## config.mk

```make
export PLATFORM = sky130hd
export DESIGN_NAME = wt_l15_req_arbiter
export DESIGN_NICKNAME = d
export VERILOG_FILES = /design/src/rtl/wt_l15_req_arbiter.sv
export SDC_FILE = /design/constraint.sdc
export NUM_CORES = 1
export LEC_CHECK = 0
export CAP_MARGIN = 20
export CORE_AREA = 2 2 115 117
export DETAILED_ROUTE_END_ITERATION = 16
export DIE_AREA = 0 0 117 119
export DONT_BUFFER_PORTS = 1
export SYNTH_ARGS = -nofsm -noshare
export SYNTH_HDL_FRONTEND = slang
export SYNTH_SLANG_ARGS = --single-unit
```

## constraint.sdc

```tcl
create_clock -name clk_i -period 3 [get_ports clk_i]
set_input_delay 0.3 -clock clk_i [delete_from_list [all_inputs] [get_ports clk_i]]
set_output_delay 0.3 -clock clk_i [all_outputs]
set_load 0.02 [all_outputs]
```

## src/rtl/wt_l15_req_arbiter.sv

```systemverilog
// Round-robin arbiter that shares the L1.5 request channel between the I-cache and D-cache miss
// units, registers the winning header and caps outstanding transactions per requester.
module wt_l15_req_arbiter #(
    parameter int unsigned ADDR_W    = 40,
    parameter int unsigned TID_W     = 2,
    parameter int unsigned MAX_OUT_I = 1,
    parameter int unsigned MAX_OUT_D = 4
) (
    input  logic              clk_i,
    input  logic              rst_ni,
    // I-cache request
    input  logic              ic_req_i,
    output logic              ic_ready_o,
    input  logic              ic_nc_i,
    input  logic [TID_W-1:0]  ic_tid_i,
    input  logic [ADDR_W-1:0] ic_addr_i,
    // D-cache request
    input  logic              dc_req_i,
    output logic              dc_ready_o,
    input  logic [4:0]        dc_rqtype_i,
    input  logic              dc_nc_i,
    input  logic [2:0]        dc_size_i,
    input  logic [TID_W-1:0]  dc_tid_i,
    input  logic [ADDR_W-1:0] dc_addr_i,
    input  logic [63:0]       dc_data_i,
    input  logic [3:0]        dc_amo_op_i,
    // L1.5 header
    output logic              l15_val_o,
    output logic [4:0]        l15_rqtype_o,
    output logic              l15_nc_o,
    output logic [2:0]        l15_size_o,
    output logic [TID_W-1:0]  l15_tid_o,
    output logic [ADDR_W-1:0] l15_addr_o,
    output logic [63:0]       l15_data_o,
    output logic [3:0]        l15_amo_op_o,
    input  logic              l15_header_ack_i,
    // L1.5 return
    input  logic              rtrn_val_i,
    input  logic              rtrn_ack_i,
    input  logic [3:0]        rtrn_type_i,
    output logic              ic_busy_o,
    output logic              dc_busy_o
);

    localparam int unsigned CNT_I_W = $clog2(MAX_OUT_I + 1);
    localparam int unsigned CNT_D_W = $clog2(MAX_OUT_D + 1);

    localparam logic [4:0] RQ_IMISS  = 5'b10000;
    localparam logic [4:0] RQ_ATOMIC = 5'b00110;

    localparam logic [3:0] RT_LOAD   = 4'b0000;
    localparam logic [3:0] RT_IFILL  = 4'b0001;
    localparam logic [3:0] RT_ST_ACK = 4'b0100;
    localparam logic [3:0] RT_INT    = 4'b0111;
    localparam logic [3:0] RT_ATOMIC = 4'b1110;

    typedef enum logic [1:0] {StIdle, StSendI, StSendD} state_e;

    state_e               r_state, w_state_next;
    logic                 r_last_i;
    logic [CNT_I_W-1:0]   r_cnt_i, w_cnt_i_next;
    logic [CNT_D_W-1:0]   r_cnt_d, w_cnt_d_next;

    logic [4:0]           r_rqtype;
    logic                 r_nc;
    logic [2:0]           r_size;
    logic [TID_W-1:0]     r_tid;
    logic [ADDR_W-1:0]    r_addr;
    logic [63:0]          r_data;
    logic [3:0]           r_amo_op;

    logic w_elig_i, w_elig_d, w_can_grant, w_grant_i, w_grant_d;
    logic w_rtrn, w_dec_i, w_dec_d;

    assign w_elig_i    = ic_req_i && (r_cnt_i < CNT_I_W'(MAX_OUT_I));
    assign w_elig_d    = dc_req_i && (r_cnt_d < CNT_D_W'(MAX_OUT_D));
    assign w_can_grant = (r_state == StIdle) || l15_header_ack_i;
    // On a tie the requester that did not win last time goes first.
    assign w_grant_i   = w_can_grant && w_elig_i && (!w_elig_d || !r_last_i);
    assign w_grant_d   = w_can_grant && w_elig_d && (!w_elig_i || r_last_i);

    assign w_rtrn  = rtrn_val_i && rtrn_ack_i;
    assign w_dec_i = w_rtrn && (rtrn_type_i == RT_IFILL) && (r_cnt_i != '0);
    assign w_dec_d = w_rtrn && (r_cnt_d != '0) &&
                     ((rtrn_type_i == RT_LOAD) || (rtrn_type_i == RT_ST_ACK) ||
                      (rtrn_type_i == RT_INT)  || (rtrn_type_i == RT_ATOMIC));

    // FSM state register
    always_ff @(posedge clk_i or negedge rst_ni) begin
        if (!rst_ni) begin
            r_state <= StIdle;
        end else begin
            r_state <= w_state_next;
        end
    end

    // FSM next state
    always_comb begin
        w_state_next = r_state;
        if (w_grant_i) begin
            w_state_next = StSendI;
        end else if (w_grant_d) begin
            w_state_next = StSendD;
        end else if ((r_state != StIdle) && l15_header_ack_i) begin
            w_state_next = StIdle;
        end
    end

    // FSM outputs
    always_comb begin
        l15_val_o  = (r_state != StIdle);
        ic_ready_o = w_grant_i;
        dc_ready_o = w_grant_d;
    end

    always_comb begin
        w_cnt_i_next = r_cnt_i;
        if (w_grant_i && !w_dec_i) begin
            w_cnt_i_next = r_cnt_i + CNT_I_W'(1);
        end else if (!w_grant_i && w_dec_i) begin
            w_cnt_i_next = r_cnt_i - CNT_I_W'(1);
        end
    end

    always_comb begin
        w_cnt_d_next = r_cnt_d;
        if (w_grant_d && !w_dec_d) begin
            w_cnt_d_next = r_cnt_d + CNT_D_W'(1);
        end else if (!w_grant_d && w_dec_d) begin
            w_cnt_d_next = r_cnt_d - CNT_D_W'(1);
        end
    end

    always_ff @(posedge clk_i or negedge rst_ni) begin
        if (!rst_ni) begin
            r_last_i <= 1'b0;
            r_cnt_i  <= '0;
            r_cnt_d  <= '0;
        end else begin
            r_cnt_i <= w_cnt_i_next;
            r_cnt_d <= w_cnt_d_next;
            if (w_grant_i) begin
                r_last_i <= 1'b1;
            end else if (w_grant_d) begin
                r_last_i <= 1'b0;
            end
        end
    end

    // Header register only loads on a grant, so it holds while waiting for the ack.
    always_ff @(posedge clk_i or negedge rst_ni) begin
        if (!rst_ni) begin
            r_rqtype <= '0;
            r_nc     <= 1'b0;
            r_size   <= '0;
            r_tid    <= '0;
            r_addr   <= '0;
            r_data   <= '0;
            r_amo_op <= '0;
        end else if (w_grant_i) begin
            r_rqtype <= RQ_IMISS;
            r_nc     <= ic_nc_i;
            r_size   <= 3'b111;
            r_tid    <= ic_tid_i;
            r_addr   <= ic_addr_i;
            r_data   <= '0;
            r_amo_op <= '0;
        end else if (w_grant_d) begin
            r_rqtype <= dc_rqtype_i;
            r_nc     <= dc_nc_i;
            r_size   <= dc_size_i;
            r_tid    <= dc_tid_i;
            r_addr   <= dc_addr_i;
            r_data   <= dc_data_i;
            r_amo_op <= (dc_rqtype_i == RQ_ATOMIC) ? dc_amo_op_i : 4'b0000;
        end
    end

    assign l15_rqtype_o = r_rqtype;
    assign l15_nc_o     = r_nc;
    assign l15_size_o   = r_size;
    assign l15_tid_o    = r_tid;
    assign l15_addr_o   = r_addr;
    assign l15_data_o   = r_data;
    assign l15_amo_op_o = r_amo_op;

    assign ic_busy_o = (r_cnt_i != '0);
    assign dc_busy_o = (r_cnt_d != '0);

endmodule
```

==> out/results.tsv, run 1 <==
metric	value	unit
drt_iter0_drc	185	
dieArea	13900	µm²
grt_setup_unrepaired	no	
initial_core_util	0.413	
yosys.cell_types.count	35	
worst_ep_required_time	2.70	ns
clk_latency	0.40	ns
worst_slew_pin_slew	0.762	ns
nets_in_the_synthesized_netlist	686	
final.period_utilization	0.786	
cts-buffers-inserted	17	
final_layout_size_suffix_gt1_frac	0.0914	
r2r.worst_path.cells	8	
grt_pass1_vias	3777	
fillCellCount	1225	
grt_max_degree	127	
num_vias	3735	
final_core_util	0.467	
fp.dieW	117	µm
placed_cell_area	5390	µm²
gr-total-overflow	0	
outcome	finished with violations	
min_path_type	input pin to asynchronous set/reset pin	
gpl.final_weighted_congestion	0.732	
die_height	119	µm
synth_warnings	0	
core_area	12900	µm²
synth_register_bits	126	
finalWorstPathRequiredPeriod	2.36	ns
tritoncts	done	
max-clock-path-buffers	2	
antenna_cells_inserted	0	
critPathArrivalTime	2.06	ns
postSynth.asyncResetShare	1.00	
synth_seq_area_share	0.593	
finalHoldWorstSlack	-0.414	ns
netlist_instances	511	
detailedPlacementHpwl	9110	µm
drt_wl_total	12800	µm
post_drt_wl_per_cell	18.5	µm
timing.final.max_slew_violations	0	
numClockSinks	126	
synthesis.area	5320	µm²
globalRouteTotalUtil	0.179	
final_nets	676	
ios	297	
final_design_area_no_fill	6010	µm²
initial_antenna_violation_count	0	
pwr_density_cell	1280	nW/µm²
rows	42	
worstSetupPathType	flip-flop to output port	
portBuffers	0	
area_growth	13.0	%
timing.max_slew.rel_slack	0.492	
max_clock_freq	0.424	GHz
post_drt_via_cell_ratio	5.41	
dp_cells	657	
worst_setup_hold_path_clk_slew	0.06	ns
worstSetupEndpointType	output port	
cts_hold_buf	1	
maxCapViolCount	0	
finalNonFillerCells	690	
max-vdd-ir-drop	0.498	mV
regToRegSetupSlack	0.74	ns
failed_checks	negative hold slack	
seqCellArea	3150	µm²
timing.final.hold_violations	126	
root_buffer	sky130_fd_sc_hd__clkbuf_16	
power.static_leakage	2.82	nW
synthFlopType	sky130_fd_sc_hd__dfrtp_1	
maximum_fanout_count_along_the_critical_path	47	
dr.pass1.iters	4	
global_route_wire_length_before_repair	19200	µm
post-route-drc-count	0	
critPathLaunchType	flip-flop	
final-setup-viol-count	0	
synth-edff-count	0	
multiInputGateArea	1770	µm²
worst_clock_skew	0.0103	ns
cts_h_tree_depth	4	
final.setup.tns	0	ns
syn_area_per_cell	10.4	µm²
ant_nets	0	
-- cells in the final DEF, fill, tap and decap left out, drive strengths merged, types with 2 or more instances in the layout --
cell type and count:
xor2 3, bufinv 3, nand3 3, nor2b 2, nand4 2, dfrtp 126
inv 51, a21oi 30, clkinv 4, buf 6, nand2 153, o311ai 43
nor2 3, o22a 2, a22o 43, clkinvlp 3, clkbuf 19, o21ai 4
-- repair_timing --
item,in CTS,in global routing
setup buffers,0,0
hold endpoints to repair,128,126
resized for setup,0,0
-- sequential cells by signal, summed over array words and instances (netlist names) --
register and flops:
l15_nc_o 1, l15_addr_o 40, ic_busy_o 1, r_state 2, r_last_i 1, l15_data_o 64, l15_size_o 3, l15_amo_op_o 4
l15_tid_o 2, l15_rqtype_o 5, r_cnt_d 3
-- synth_stat cells (2+ instances only) --
master | instances | area share
sky130_fd_sc_hd__nand3_1 | 3 | 0.0028
sky130_fd_sc_hd__buf_4 | 5 | 0.0071
sky130_fd_sc_hd__nand2_1 | 152 | 0.11
sky130_fd_sc_hd__a21oi_1 | 29 | 0.027
sky130_fd_sc_hd__xor2_1 | 3 | 0.0049
sky130_fd_sc_hd__buf_2 | 20 | 0.019
sky130_fd_sc_hd__nand4_1 | 2 | 0.0024
sky130_fd_sc_hd__dfrtp_1 | 126 | 0.59
sky130_fd_sc_hd__o311ai_1 | 43 | 0.071
sky130_fd_sc_hd__inv_1 | 46 | 0.032
sky130_fd_sc_hd__o22a_1 | 2 | 0.0033
sky130_fd_sc_hd__clkbuf_1 | 5 | 0.0035
sky130_fd_sc_hd__nor2_1 | 3 | 0.0021
sky130_fd_sc_hd__inv_4 | 2 | 0.0024
sky130_fd_sc_hd__a22o_1 | 43 | 0.071
sky130_fd_sc_hd__o21ai_0 | 3 | 0.0028
sky130_fd_sc_hd__buf_6 | 6 | 0.013
-- worst max-delay path: stages, from the launching register on --
cell                      delay, ns
sky130_fd_sc_hd__dfrtp_1       0.48
sky130_fd_sc_hd__nor2b_2       0.30
sky130_fd_sc_hd__nand2_4       0.12
sky130_fd_sc_hd__inv_4         0.39
sky130_fd_sc_hd__buf_4         0.35
-- power by group --
group          leakage, nW  total [W]  switching, W  internal, W
Combinational        0.957    0.00167      0.000952     0.000717
Sequential            1.57    0.00394       0.00149      0.00246
Clock                0.290    0.00209      0.000758      0.00133
Total                 2.82    0.00770       0.00320      0.00451
-- metrics by stage --
stage / setup WS (ns) / total power, W
floorplan: 0.698 / 0.00523
global placement: 0.842 / 0.00558
detailed placement: 0.759 / 0.00568
CTS: 0.592 / 0.00781
global route: 0.506 / 0.00818
finish: 0.642 / 0.00770
-- final timing paths --
kind | end | startpoint
min in group clk_i | l15_data_o[44] | dc_data_i[44]
min reg2reg | r_cnt_d[0] | r_cnt_d[0]
max reg2reg | r_cnt_d[2] | r_cnt_d[2]
max | ic_ready_o | ic_busy_o
min | l15_addr_o[23] | rst_ni
max in group asynchronous | l15_data_o[31] | rst_ni
-- logic make-up after synthesis --
logic type | after synthesis | synth area share
AO/OA/AOI/OAI | 126 | 0.188
XOR/XNOR | 4 | 0.00659
adder cells (fa/ha/maj) | 2 | 0.00611
buffers and inverters | 84 | 0.0769
flip-flops | 126 | 0.593
multiplexers | 1 | 0.00212
AND/OR/NAND/NOR | 168 | 0.128
-- area by class of cell --
class,count,share of cell area
flip-flops and latches,126,0.525
clock inverters,13,0.0271
multi-input cells,301,0.294
repair buffers,7,0.0133
inverters,48,0.0308
well taps,176,0.0366
clock buffers,19,0.0737
-- routing by layer --
layer	track usage	share of wire	up-vias	wire [µm]
li1	-	-	1735	-
met1	0.197	0.39	1783	4990
met2	0.302	0.49	201	6270
met3	0.0758	0.10	16	1310
met4	0.0684	0.017	0	223
met5	0	0	-	0
Power figures use the tool's default switching activity.
==> run 2, diff against run 1 <==
clock period = 2.5 ns   (was 3 ns; I/O delays follow)
==> out/results.tsv, run 2 (same netlist as run 1, synthesis figures left out) <==
metric	value	unit
outcome	finished with violations	
failed_checks	negative hold slack	
timing.final.hold_violations	126	
max_clock_freq	0.456	GHz
gr-total-overflow	0	
reg2reg_to	r_cnt_d[2]	
clk_latency	0.40	ns
grt_pass1_vias	4376	
numClockSinks	126	
rows	42	
seq_power_share	0.503	
grt_max_degree	127	
post_drt_wl_per_cell	18.0	µm
area_growth	35.3	%
ant_nets	0	
worst_slew_pin_slew	0.782	ns
final_layout_size_suffix_gt1_frac	0.0728	
power.static_leakage	3.32	nW
worstSetupPathType	flip-flop to flip-flop	
worst_clock_skew	0.0119	ns
maxCapViolCount	0	
multiInputGateArea	1770	µm²
critPathArrivalTime	2.51	ns
drt_wl_total	14600	µm
dr.pass1.iters	4	
mostFrequentLayoutCell	sky130_fd_sc_hd__nand2_1	
pwr_density_cell	1320	nW/µm²
regToRegSetupSlack	0.31	ns
final.setup.tns	0	ns
initial_core_util	0.413	
portBuffers	0	
worstSetupEndpointType	flip-flop	
final_nets	796	
max-clock-path-buffers	2	
top_library_cells_by_usage_in_the_layout_fill_and_taps_aside	sky130_fd_sc_hd__nand2_1 (152), sky130_fd_sc_hd__dfrtp_1 (126), sky130_fd_sc_hd__dlygate4sd3_1 (121)	
initial_antenna_violation_count	0	
fillCellCount	1075	
post-route-drc-count	0	
gpl.final_weighted_congestion	0.719	
global_route_wire_length_before_repair	22500	µm
timing.max_slew.rel_slack	0.479	
num_vias	4357	
tritoncts	done	
min_path_type	input pin to asynchronous set/reset pin	
cts-buffers-inserted	17	
timing.final.max_slew_violations	0	
largest_register_ffs	64	
root_buffer	sky130_fd_sc_hd__clkbuf_16	
maximum_fanout_count_along_the_critical_path	3	
drt_iter0_drc	251	
core_area	12900	µm²
finalHoldWorstSlack	-0.464	ns
grt_setup_unrepaired	no	
ios	297	
max-vdd-ir-drop	0.579	mV
r2r.worst_path.cells	8	
p_sw_frac	0.411	
seqCellArea	3150	µm²
dieArea	13900	µm²
fp.dieW	117	µm
power	0.00947	W
clockPowerShare	0.261	
cts_repair_resize_count	0	
antenna_cells_inserted	0	
slack_of_the_critical_path	0.308	ns
final.period_utilization	0.877	
post_drt_via_cell_ratio	5.39	
total_switching_power	0.00389	W
post-place-ws	0.272	ns
rr_startpoint	r_cnt_d[2]	
combPwrFrac	0.236	
power.internal	0.00558	W
worst_setup_hold_path_clk_slew	0.06	ns
detailedPlacementHpwl	9030	µm
globalRouteTotalUtil	0.208	
worst_ep_required_time	2.81	ns
finalWorstPathRequiredPeriod	2.19	ns
die_height	119	µm
critPathLaunchType	flip-flop	
final-setup-viol-count	0	
cts_h_tree_depth	4	
run 2: cell types whose count changed in the layout (fill, tap and decap cells not counted), sizes merged:
cell	before	now
dlygate4sd3	1	121
clkinv	4	6
clkinvlp	3	2
inv	51	48
run 2: critical path: stages, from the launching register on:
cell and delay, ns:
sky130_fd_sc_hd__dfrtp_1 0.42, sky130_fd_sc_hd__or3_1 0.52, sky130_fd_sc_hd__nand4_1 0.15, sky130_fd_sc_hd__ha_1 0.19, sky130_fd_sc_hd__inv_1 0.06, sky130_fd_sc_hd__fa_1 0.37, sky130_fd_sc_hd__xor2_1 0.15, sky130_fd_sc_hd__nor2_1 0.11
sky130_fd_sc_hd__xor2_1 0.16
run 2: how the worst max path moves through the flow:
stage | from | end | slack [ns] | cells after the start
global route | ic_busy_o | l15_addr_o[8] | 0.20 | 7
CTS | r_cnt_d[2] | r_cnt_d[2] | 0.29 | 8
floorplan | ic_busy_o | r_cnt_d[1] | 0.20 | 8
global placement | r_cnt_d[2] | r_cnt_d[2] | 0.34 | 8
detailed placement | r_cnt_d[2] | r_cnt_d[2] | 0.27 | 8
finish | r_cnt_d[2] | r_cnt_d[2] | 0.31 | 8
run 2: cell type report:
| type | count | area share |
|---|---|---|
| Timing Repair Buffer | 127 | 0.178 |
| Tap cell | 176 | 0.0306 |
| Sequential cell | 126 | 0.438 |
| Inverter | 48 | 0.0257 |
| Multi-Input combinational cell | 301 | 0.245 |
| Clock inverter | 11 | 0.0198 |
| Clock buffer | 19 | 0.0629 |
run 2: stage by stage:
step	std cells	utilization	hold slack, ns	instance area, µm²
final	808	0.559	-0.464	7200
after global routing	808	0.559	-0.490	7200
after CTS	806	0.558	-0.485	7180
after detailed placement	657	0.419	-0.0441	5390
after global placement	657	0.419	-0.0433	5390
after floorplan	511	-	-0.0456	5320
run 2: routing by layer:
layer / vias up / global-route usage / share of wire / wire length, µm
li1: 1975 / - / - / -
met1: 2096 / 0.233 / 0.38 / 5560
met2: 258 / 0.357 / 0.49 / 7200
met3: 28 / 0.0774 / 0.098 / 1420
met4: 0 / 0.0787 / 0.026 / 379
met5: - / 0 / 0 / 0
run 2: timing repair:
action	4_1_cts	5_1_grt
hold buffers	119	2
setup buffers	0	0
endpoints found under the hold margin	243	128
run 2: power groups by stage:
stage	registers (W)	clock network [W]	logic [W]
global route	0.00487	0.00262	0.00252
floorplan	0.00451	0	0.00176
global placement	0.00477	0	0.00193
finish	0.00476	0.00247	0.00224
CTS	0.00476	0.00253	0.00222
detailed placement	0.00478	0	0.00202
==> run 3, diff against run 2 <==
CTS_CLUSTER_DIAMETER = 120   (was not set)
==> results of run 3 <==
The final DEF is identical to that of run 2; final timing and power are the same.
